==> config.mk <==
export PLATFORM = sky130hd
export DESIGN_NAME = cbm2_video_timing
export DESIGN_NICKNAME = d
export VERILOG_FILES = /design/src/rtl/cbm2_video_timing.sv
export SDC_FILE = /design/constraint.sdc
export NUM_CORES = 1
export LEC_CHECK = 0
export CELL_PAD_IN_SITES_DETAIL_PLACEMENT = 0
export CELL_PAD_IN_SITES_GLOBAL_PLACEMENT = 1
export CORE_MARGIN = 4
export CORE_UTILIZATION = 33
export DETAILED_ROUTE_END_ITERATION = 12
export PLACE_DENSITY_LB_ADDON = 0.2
export SETUP_SLACK_MARGIN = 0.4
export SLEW_MARGIN = 20
export SYNTH_ARGS = -nofsm -noshare
export SYNTH_HDL_FRONTEND = slang
export SYNTH_SLANG_ARGS = --single-unit
==> constraint.sdc <==
create_clock -name clk -period 6.22 [get_ports clk]
set_input_delay 0.622 -clock clk [delete_from_list [all_inputs] [get_ports clk]]
set_output_delay 0.622 -clock clk [all_outputs]
set_load 0.05 [all_outputs]
==> src/rtl/cbm2_video_timing.sv <==
// rtl/cbm2_video_timing.sv - CRTC-style raster timing generator for the CBM-II video path
//
// Purpose: divides clk down to a pixel enable and walks a raster of H_TOTAL pixels by
// V_TOTAL lines. V_TOTAL is NTSC_TOTAL or PAL_TOTAL, chosen by the latched mode. The
// block emits blank/sync strobes, raster counters and character-cell addresses for the
// fetch logic.
//
// Ports:
//   clk          in   system clock
//   reset_n      in   asynchronous active-low reset
//   pal          in   0=NTSC, 1=PAL; captured on the first pixel of every frame
//   ce_pix       out  one clk high per CLK_DIV clks, registered
//   hcount       out  [9:0] pixel position within the line
//   vcount       out  [8:0] line position within the frame
//   HBlank       out  hcount >= H_ACTIVE
//   HSync        out  H_SS <= hcount < H_SE
//   VBlank       out  vcount >= V_ACTIVE
//   VSync        out  VSS <= vcount < VSE of the latched mode
//   ma           out  [10:0] character cell address (row*COLS + col)
//   ra           out  [2:0] raster line within the character row
//   char_fetch   out  1-clk strobe: ma/ra address the next 8-pixel cell
//   frame_start  out  1-clk strobe on the pixel that lands on h=v=0
module cbm2_video_timing #(
  parameter int CLK_DIV    = 4,
  parameter int H_ACTIVE   = 640,
  parameter int H_SS       = 656,
  parameter int H_SE       = 720,
  parameter int H_TOTAL    = 800,
  parameter int V_ACTIVE   = 200,
  parameter int COLS       = 80,
  parameter int NTSC_TOTAL = 262,
  parameter int NTSC_VSS   = 230,
  parameter int NTSC_VSE   = 233,
  parameter int PAL_TOTAL  = 312,
  parameter int PAL_VSS    = 256,
  parameter int PAL_VSE    = 259
) (
  input  logic        clk,
  input  logic        reset_n,
  input  logic        pal,
  output logic        ce_pix,
  output logic [9:0]  hcount,
  output logic [8:0]  vcount,
  output logic        HBlank,
  output logic        HSync,
  output logic        VBlank,
  output logic        VSync,
  output logic [10:0] ma,
  output logic [2:0]  ra,
  output logic        char_fetch,
  output logic        frame_start
);

  localparam int DIV_W = $clog2(CLK_DIV);

  localparam logic [DIV_W-1:0] DIV_LAST = DIV_W'(CLK_DIV - 1);
  localparam logic [9:0]  H_ACT     = 10'(H_ACTIVE);
  localparam logic [9:0]  H_SYNC_S  = 10'(H_SS);
  localparam logic [9:0]  H_SYNC_E  = 10'(H_SE);
  localparam logic [9:0]  H_LAST    = 10'(H_TOTAL - 1);
  localparam logic [8:0]  V_ACT     = 9'(V_ACTIVE);
  localparam logic [8:0]  NTSC_LAST = 9'(NTSC_TOTAL - 1);
  localparam logic [8:0]  NTSC_VS_S = 9'(NTSC_VSS);
  localparam logic [8:0]  NTSC_VS_E = 9'(NTSC_VSE);
  localparam logic [8:0]  PAL_LAST  = 9'(PAL_TOTAL - 1);
  localparam logic [8:0]  PAL_VS_S  = 9'(PAL_VSS);
  localparam logic [8:0]  PAL_VS_E  = 9'(PAL_VSE);
  localparam logic [10:0] COLS_W    = 11'(COLS);

  logic [DIV_W-1:0] div_q, div_d;
  logic             run_q;
  logic             pal_r_q, pal_d;
  logic             ce_pix_q;
  logic [9:0]       hcount_q, h_d;
  logic [8:0]       vcount_q, v_d;
  logic             hblank_q, hblank_d;
  logic             hsync_q, hsync_d;
  logic             vblank_q, vblank_d;
  logic             vsync_q, vsync_d;
  logic [10:0]      ma_q, ma_d;
  logic [10:0]      row_base_q, row_base_d;
  logic [2:0]       ra_q, ra_d;
  logic             char_fetch_q;
  logic             frame_start_q;

  logic             tick;
  logic             line_wrap;
  logic             frame_wrap;
  logic             active_d;
  logic             fetch_d;
  logic [8:0]       v_last;

  always_comb begin
    tick       = (div_q == DIV_LAST);
    div_d      = tick ? '0 : div_q + DIV_W'(1);
    v_last     = pal_r_q ? PAL_LAST : NTSC_LAST;
    line_wrap  = 1'b0;
    h_d        = hcount_q + 10'd1;
    v_d        = vcount_q;

    // The first pixel after reset lands on h=v=0 rather than advancing from the
    // all-zero reset state, so it behaves as a line and frame wrap.
    if (!run_q) begin
      h_d       = '0;
      v_d       = '0;
      line_wrap = 1'b1;
    end else if (hcount_q == H_LAST) begin
      h_d       = '0;
      line_wrap = 1'b1;
      v_d       = (vcount_q == v_last) ? '0 : vcount_q + 9'd1;
    end

    frame_wrap = line_wrap && (v_d == '0);
    // Mode is only taken at a frame boundary, so a frame never changes length midway.
    pal_d      = frame_wrap ? pal : pal_r_q;

    hblank_d   = (h_d >= H_ACT);
    hsync_d    = (h_d >= H_SYNC_S) && (h_d < H_SYNC_E);
    vblank_d   = (v_d >= V_ACT);
    vsync_d    = pal_d ? ((v_d >= PAL_VS_S) && (v_d < PAL_VS_E))
                       : ((v_d >= NTSC_VS_S) && (v_d < NTSC_VS_E));

    active_d   = (h_d < H_ACT) && (v_d < V_ACT);
    fetch_d    = active_d && (h_d[2:0] == 3'd0);

    // row_base steps by one character row when a new active line starts a new
    // 8-line row (the previous line had ra==7).
    row_base_d = row_base_q;
    if (frame_wrap) begin
      row_base_d = '0;
    end else if (line_wrap && (v_d[2:0] == 3'd0) && (v_d < V_ACT)) begin
      row_base_d = row_base_q + COLS_W;
    end

    // Outside the active area ma/ra hold their last cell.
    ma_d = ma_q;
    ra_d = ra_q;
    if (active_d) begin
      ra_d = v_d[2:0];
      if (h_d == '0) begin
        ma_d = row_base_d;
      end else if (h_d[2:0] == 3'd0) begin
        ma_d = ma_q + 11'd1;
      end
    end
  end

  always_ff @(posedge clk or negedge reset_n) begin
    if (!reset_n) begin
      div_q         <= '0;
      run_q         <= 1'b0;
      pal_r_q       <= 1'b0;
      ce_pix_q      <= 1'b0;
      hcount_q      <= '0;
      vcount_q      <= '0;
      hblank_q      <= 1'b0;
      hsync_q       <= 1'b0;
      vblank_q      <= 1'b0;
      vsync_q       <= 1'b0;
      ma_q          <= '0;
      row_base_q    <= '0;
      ra_q          <= '0;
      char_fetch_q  <= 1'b0;
      frame_start_q <= 1'b0;
    end else begin
      div_q         <= div_d;
      ce_pix_q      <= tick;
      char_fetch_q  <= tick && fetch_d;
      frame_start_q <= tick && frame_wrap;
      if (tick) begin
        run_q      <= 1'b1;
        pal_r_q    <= pal_d;
        hcount_q   <= h_d;
        vcount_q   <= v_d;
        hblank_q   <= hblank_d;
        hsync_q    <= hsync_d;
        vblank_q   <= vblank_d;
        vsync_q    <= vsync_d;
        row_base_q <= row_base_d;
        ma_q       <= ma_d;
        ra_q       <= ra_d;
      end
    end
  end

  assign ce_pix      = ce_pix_q;
  assign hcount      = hcount_q;
  assign vcount      = vcount_q;
  assign HBlank      = hblank_q;
  assign HSync       = hsync_q;
  assign VBlank      = vblank_q;
  assign VSync       = vsync_q;
  assign ma          = ma_q;
  assign ra          = ra_q;
  assign char_fetch  = char_fetch_q;
  assign frame_start = frame_start_q;

endmodule

==> flow_summary.json, run 1 <==
{
  "yosys_warnings": 0,
  "clock_power_share": 0.415,
  "antenna_found_initial": 0,
  "yosysUniqueCellTypes": 60,
  "die-width_um": 109,
  "fin_crit_ns": 4.38,
  "layout_common_cells": "dfrtp_1 (55), clkdlybuf4s50_1 (41), nand2_1 (36)",
  "port_buffers": 42,
  "netlist_instances": 379,
  "p_comb_frac": 0.015,
  "gp_congestion": 0.811,
  "status": "completed",
  "start_util": 0.343,
  "tritoncts": "yes",
  "vdd_drop_max_uv": 80.6,
  "coreArea_um2": 9860,
  "htreeDepth": 2,
  "fillers": 1012,
  "async_flop_share": 1.00,
  "synth.area.mux_share": 0.0614,
  "cts_sinks": 55,
  "syn2layout_area_growth_pct": 18.6,
  "final_common_cell": "dfrtp_1",
  "ant_nets": 0,
  "end_kind": "flip-flop",
  "fmax_ghz": 0.228,
  "clock_path_buffers": 2,
  "hold_violations": 0,
  "slew_headroom": 0.525,
  "yosys.area_share.simple": 0.237,
  "rsz0062_at_grt": "false",
  "fp.dieH_um": 109,
  "route.detailed.drc": 0,
  "io_pins": 43,
  "ff_latch_area_um2": 1380,
  "final.setup.tns_ns": 0,
  "drtIter0Drc": 133,
  "clk_pin_slew_worst_paths_ns": 0.11,
  "numCtsBuffers": 5,
  "ys_seq_elements": 55,
  "ff2ff_path_depth": 10,
  "syn-num-nets": 387,
  "criticalPathCategory": "flip-flop to flip-flop",
  "wl_per_cell_um": 16.6,
  "skew_ns": 0.00692,
  "p_leak_nw": 1.52,
  "worstMarginPinSlew_ns": 0.713,
  "grt_max_degree": 56,
  "synth_xor_area_frac": 0.0415,
  "yosys.area_share.adder": 0.0185,
  "synth.cell_area_um2": 3380,
  "regToRegSetupSlack_ns": 1.84,
  "cts_post_setup_buffers_inserted": 0,
  "power_frac_seq": 0.570,
  "multi_input_area_um2": 1870,
  "p_switching_mw": 0.136,
  "hpwl_mm": 6.37,
  "final_max_slew_viol_count": 0,
  "nets": 416,
  "totalWireLength_mm": 8.98,
  "p_sw_frac": 0.216,
  "syn_avg_cell_area_um2": 8.92,
  "intPower_mw": 0.492,
  "synth_compound_area_frac": 0.195,
  "worst_ep_arrival_time_ns": 4.57,
  "clkLatencyLatePin_ns": 0.31,
  "required_ns": 6.41,
  "synth_edf_count": 0,
  "max_cap_viol_count": 0,
  "finalSetupViolations": 0,
  "rows": 36,
  "post-route-period-util": 0.704,
  "ys_seq_area_frac": 0.407,
  "cts-resized-gates": 0,
  "hp-class": "input pin to async pin",
  "grt_usage": 0.152,
  "viasPerCell": 5.54,
  "die_area_um2": 11900,
  "gr-total-overflow": 0,
  "powerDensity_nw_per_um2": 157,
  "grt_pass1_vias": 2801,
  "startpoint_type": "flip-flop",
  "synthFlopType": "dfrtp_1",
  "cts_hold_buffers": 0,
  "root_buffer": "clkbuf_8",
  "path_max_fanout": 16,
  "diodes": 0,
  "synth_top_family_by_area": "simple AND/OR/NAND/NOR gates",
  "vias": 3004,
  "final_core_util": 0.407,
  "drive_gt1_frac": 0.0831,
  "grt_pass1_wl_mm": 14.4,
  "dr.pass1.iters": 4
}
cell usage after synthesis (8+ instances only):
cell type | count | area [um^2]
nor2_1 | 25 | 93.8
nand3_1 | 25 | 125
o31ai_1 | 8 | 60.1
dfrtp_1 | 55 | 1380
a21oi_1 | 19 | 95.1
nor3_1 | 10 | 50.1
xnor2_1 | 14 | 123
nor4_1 | 8 | 50.1
o21ai_0 | 29 | 145
mux2_2 | 14 | 158
nand2_1 | 36 | 135
clkbuf_1 | 16 | 60.1
inv_1 | 8 | 30.0
metal layers:
metal  vias to the layer above  GRT usage  share of wire
met5                         -          0              0
met4                         0     0.0419          0.012
met3                        10     0.0207          0.032
met2                        59      0.240           0.46
met1                      1459      0.217           0.50
li1                       1476          -              -
flip-flops by register name (all words and copies together), names as in the netlist:
name         cells
ma              11
row_base_q      11
hcount          10
vcount           9
ra               3
div_q            2
HBlank           1
HSync            1
VBlank           1
VSync            1
ce_pix           1
char_fetch       1
frame_start      1
pal_r_q          1
run_q            1
kinds of logic after synthesis:
| family | count (synthesis) |
|---|---|
| compound gates | 99 |
| mux | 19 |
| flops | 55 |
| fa+ha+maj | 5 |
| xor+xnor | 16 |
| simple gates | 152 |
| buf+inv | 33 |
critical path, stage by stage (launching register included):
cell	delay [ns]
dfrtp_1	0.46
ha_1	0.29
nand4_1	0.42
or3_1	0.75
or4_1	0.60
a211o_1	0.36
o2111ai_2	0.42
or2_1	0.39
inv_2	0.20
nand3_1	0.24
o221ai_1	0.14
per-stage QoR:
step,area (um^2),power (mW),hold slack (ns),std cells,setup WS (ns)
5_1_grt,4010,0.653,0.467,542,1.49
4_1_cts,4010,0.638,0.434,542,1.84
6_report,4010,0.628,0.426,542,1.84
3_3_place_gp,3890,0.375,0.415,534,1.98
3_5_place_dp,3890,0.375,0.419,534,1.85
2_1_floorplan,3380,0.366,0.326,379,2.55
layout make-up:
class / count / share of cell area
multi-input cells: 291 / 0.466
clock inverters: 2 / 0.00967
well taps: 133 / 0.0415
clock buffers: 6 / 0.0206
repair buffers: 45 / 0.109
flip-flops and latches: 55 / 0.343
inverters: 10 / 0.00936
worst paths after layout:
| kind | endpoint | startpoint |
|---|---|---|
| min in group clk | div_q[0] | div_q[0] |
| max in group asynchronous | hcount[0] | reset_n |
| min reg2reg | div_q[0] | div_q[0] |
| max | ma[10] | hcount[0] |
| max reg2reg | ma[10] | hcount[0] |
| min | vcount[5] | reset_n |
power by group through the flow:
| stage | clock (mW) | combinational [mW] | sequential (mW) |
|---|---|---|---|
| final | 0.261 | 0.00923 | 0.358 |
| after global routing | 0.283 | 0.0113 | 0.358 |
| after CTS | 0.269 | 0.0101 | 0.358 |
| after detailed placement | 0 | 0.0101 | 0.365 |
| after global placement | 0 | 0.0101 | 0.365 |
| after floorplan | 0 | 0.000817 | 0.365 |
Note: power is estimated with default switching activity, not from simulation.
==> run 2: changes to the inputs <==
==> constraint.sdc (replaced) <==
create_clock -name clk -period 3.8 [get_ports clk]
set_input_delay 0.38 -clock clk [delete_from_list [all_inputs] [get_ports clk]]
set_output_delay 0.38 -clock clk [all_outputs]
set_load 0.05 [all_outputs]
==> flow_summary.json, run 2 (synthesized netlist as in run 1, its figures left out) <==
{
  "status": "completed",
  "clk_pin_slew_worst_paths_ns": 0.11,
  "clkLatencyLatePin_ns": 0.32,
  "io_pins": 43,
  "vias": 3095,
  "grt_pass1_wl_mm": 15.7,
  "drtIter0Drc": 105,
  "antenna_found_initial": 0,
  "slowest_delay_ns": 0.53,
  "post_dp_cell_area_um2": 4020,
  "wl_per_cell_um": 16.9,
  "skew_ns": 0.00834,
  "fin_crit_ns": 3.31,
  "slew_headroom": 0.635,
  "dr.pass1.iters": 4,
  "ff2ff_path_depth": 9,
  "rows": 36,
  "fillers": 964,
  "r2r_end": "row_base_q[9]",
  "clock_path_buffers": 2,
  "cts_sinks": 55,
  "max_cap_viol_count": 0,
  "cts_hold_buffers": 0,
  "drive_gt1_frac": 0.170,
  "layout_common_cells": "dfrtp_1 (47), clkdlybuf4s50_1 (41), nand2_1 (36)",
  "rsz0062_at_grt": "false",
  "htreeDepth": 2,
  "worst_ep_arrival_time_ns": 3.55,
  "worstPathCellList": "or4_1 -> a2111o_1 -> buf_4 -> nand2_1 -> a31oi_2 -> or3_4 -> or4_4 -> or4_1 -> o21ai_1",
  "setup.worst_path.start": "vcount[4]",
  "post-route-period-util": 0.871,
  "total_power_mw": 0.954,
  "fp.dieH_um": 109,
  "cp-endpoint": "row_base_q[9]",
  "criticalPathCategory": "flip-flop to flip-flop",
  "crit_path_frequent_cell": "or4_1",
  "gr-total-overflow": 0,
  "fmax_ghz": 0.302,
  "powerDensity_nw_per_um2": 226,
  "start_util": 0.343,
  "tritoncts": "yes",
  "route.detailed.drc": 0,
  "hpwl_mm": 6.75,
  "p_leak_nw": 1.61,
  "required_ns": 4.04,
  "nets": 436,
  "die-width_um": 109,
  "finalSetupViolations": 0,
  "syn2layout_area_growth_pct": 24.8,
  "end_kind": "flip-flop",
  "final_max_slew_viol_count": 0,
  "path_max_fanout": 3,
  "fin_area_um2": 4220,
  "final.setup.tns_ns": 0,
  "pre_cts_slack_ns": 0.360,
  "final_core_util": 0.428,
  "worstMarginPinSlew_ns": 0.547,
  "totalWireLength_mm": 9.51,
  "grt_pass1_vias": 3025,
  "multi_input_area_um2": 1950,
  "diodes": 0,
  "root_buffer": "clkbuf_8",
  "viasPerCell": 5.51,
  "ant_nets": 0,
  "regToRegSetupSlack_ns": 0.49,
  "ff_latch_area_um2": 1390,
  "gp_congestion": 0.834,
  "timing.rr.start": "vcount[4]",
  "startpoint_type": "flip-flop",
  "coreArea_um2": 9860,
  "grt_usage": 0.166,
  "die_area_um2": 11900,
  "port_buffers": 42,
  "hp-class": "input pin to async pin",
  "numCtsBuffers": 5,
  "cp_slowest_cell": "or4_1",
  "final_common_cell": "dfrtp_1",
  "vdd_drop_max_uv": 137,
  "grt_max_degree": 34,
  "final_critical_path_setup_slack_ns": 0.489,
  "hold_violations": 0
}
[run 2: cell count changes in the layout (fill, tap and decap cells not counted), sizes merged]
cell      previous run  this run
buf                  4        24
bufinv               1         0
clkinvlp             0         1
[run 2: repair_timing]
item,CTS,global route
resized for setup,3,10
pin swaps,0,4
setup endpoints to repair,2,16
buffers inserted,0,7
[run 2: layer usage]
layer	track usage	wire, um	vias up
met5	0	0	-
li1	-	-	1506
met4	0.0401	87	0
met2	0.260	4430	83
met3	0.0237	427	8
met1	0.242	4560	1498
[run 2: area by class of cell]
type	count	share of cell area
Tap cell	133	0.0394
Clock inverter	2	0.00386
Inverter	10	0.00890
Clock buffer	6	0.0172
Sequential cell	55	0.329
Multi-Input combinational cell	291	0.463
Timing Repair Buffer	65	0.139
[run 2: where the power goes]
group / total [mW] / switching, mW / internal, mW / leakage [nW]
clock network: 0.351 / 0.217 / 0.133 / 0.0418
logic: 0.0176 / 0.0140 / 0.00358 / 0.840
registers: 0.586 / 0.000212 / 0.585 / 0.726
total: 0.954 / 0.231 / 0.722 / 1.61
[run 2: critical path: cells and delay by family, from the launching register on]
family / cells / cell delay (ns)
AND/OR/NAND/NOR: 5 / 1.94
buffers and inverters: 1 / 0.17
AO/OA/AOI/OAI: 3 / 0.71
flip-flops: 1 / 0.41
[run 2: per-stage QoR]
step | hold WS, ns | instances
floorplan | 0.0844 | 379
global placement | 0.402 | 547
detailed placement | 0.406 | 547
CTS | 0.0491 | 555
global route | 0.0606 | 562
finish | 0.0343 | 562
[run 2: how the worst min path moves through the flow]
stage,slack [ns],endpoint,start,depth (start not counted)
after floorplan,0.08,HBlank,reset_n,0
after global placement,0.40,vcount[0],reset_n,1
after detailed placement,0.41,vcount[0],reset_n,1
after CTS,0.05,ra[1],reset_n,1
after global routing,0.06,ra[1],reset_n,1
final,0.03,ra[1],reset_n,1
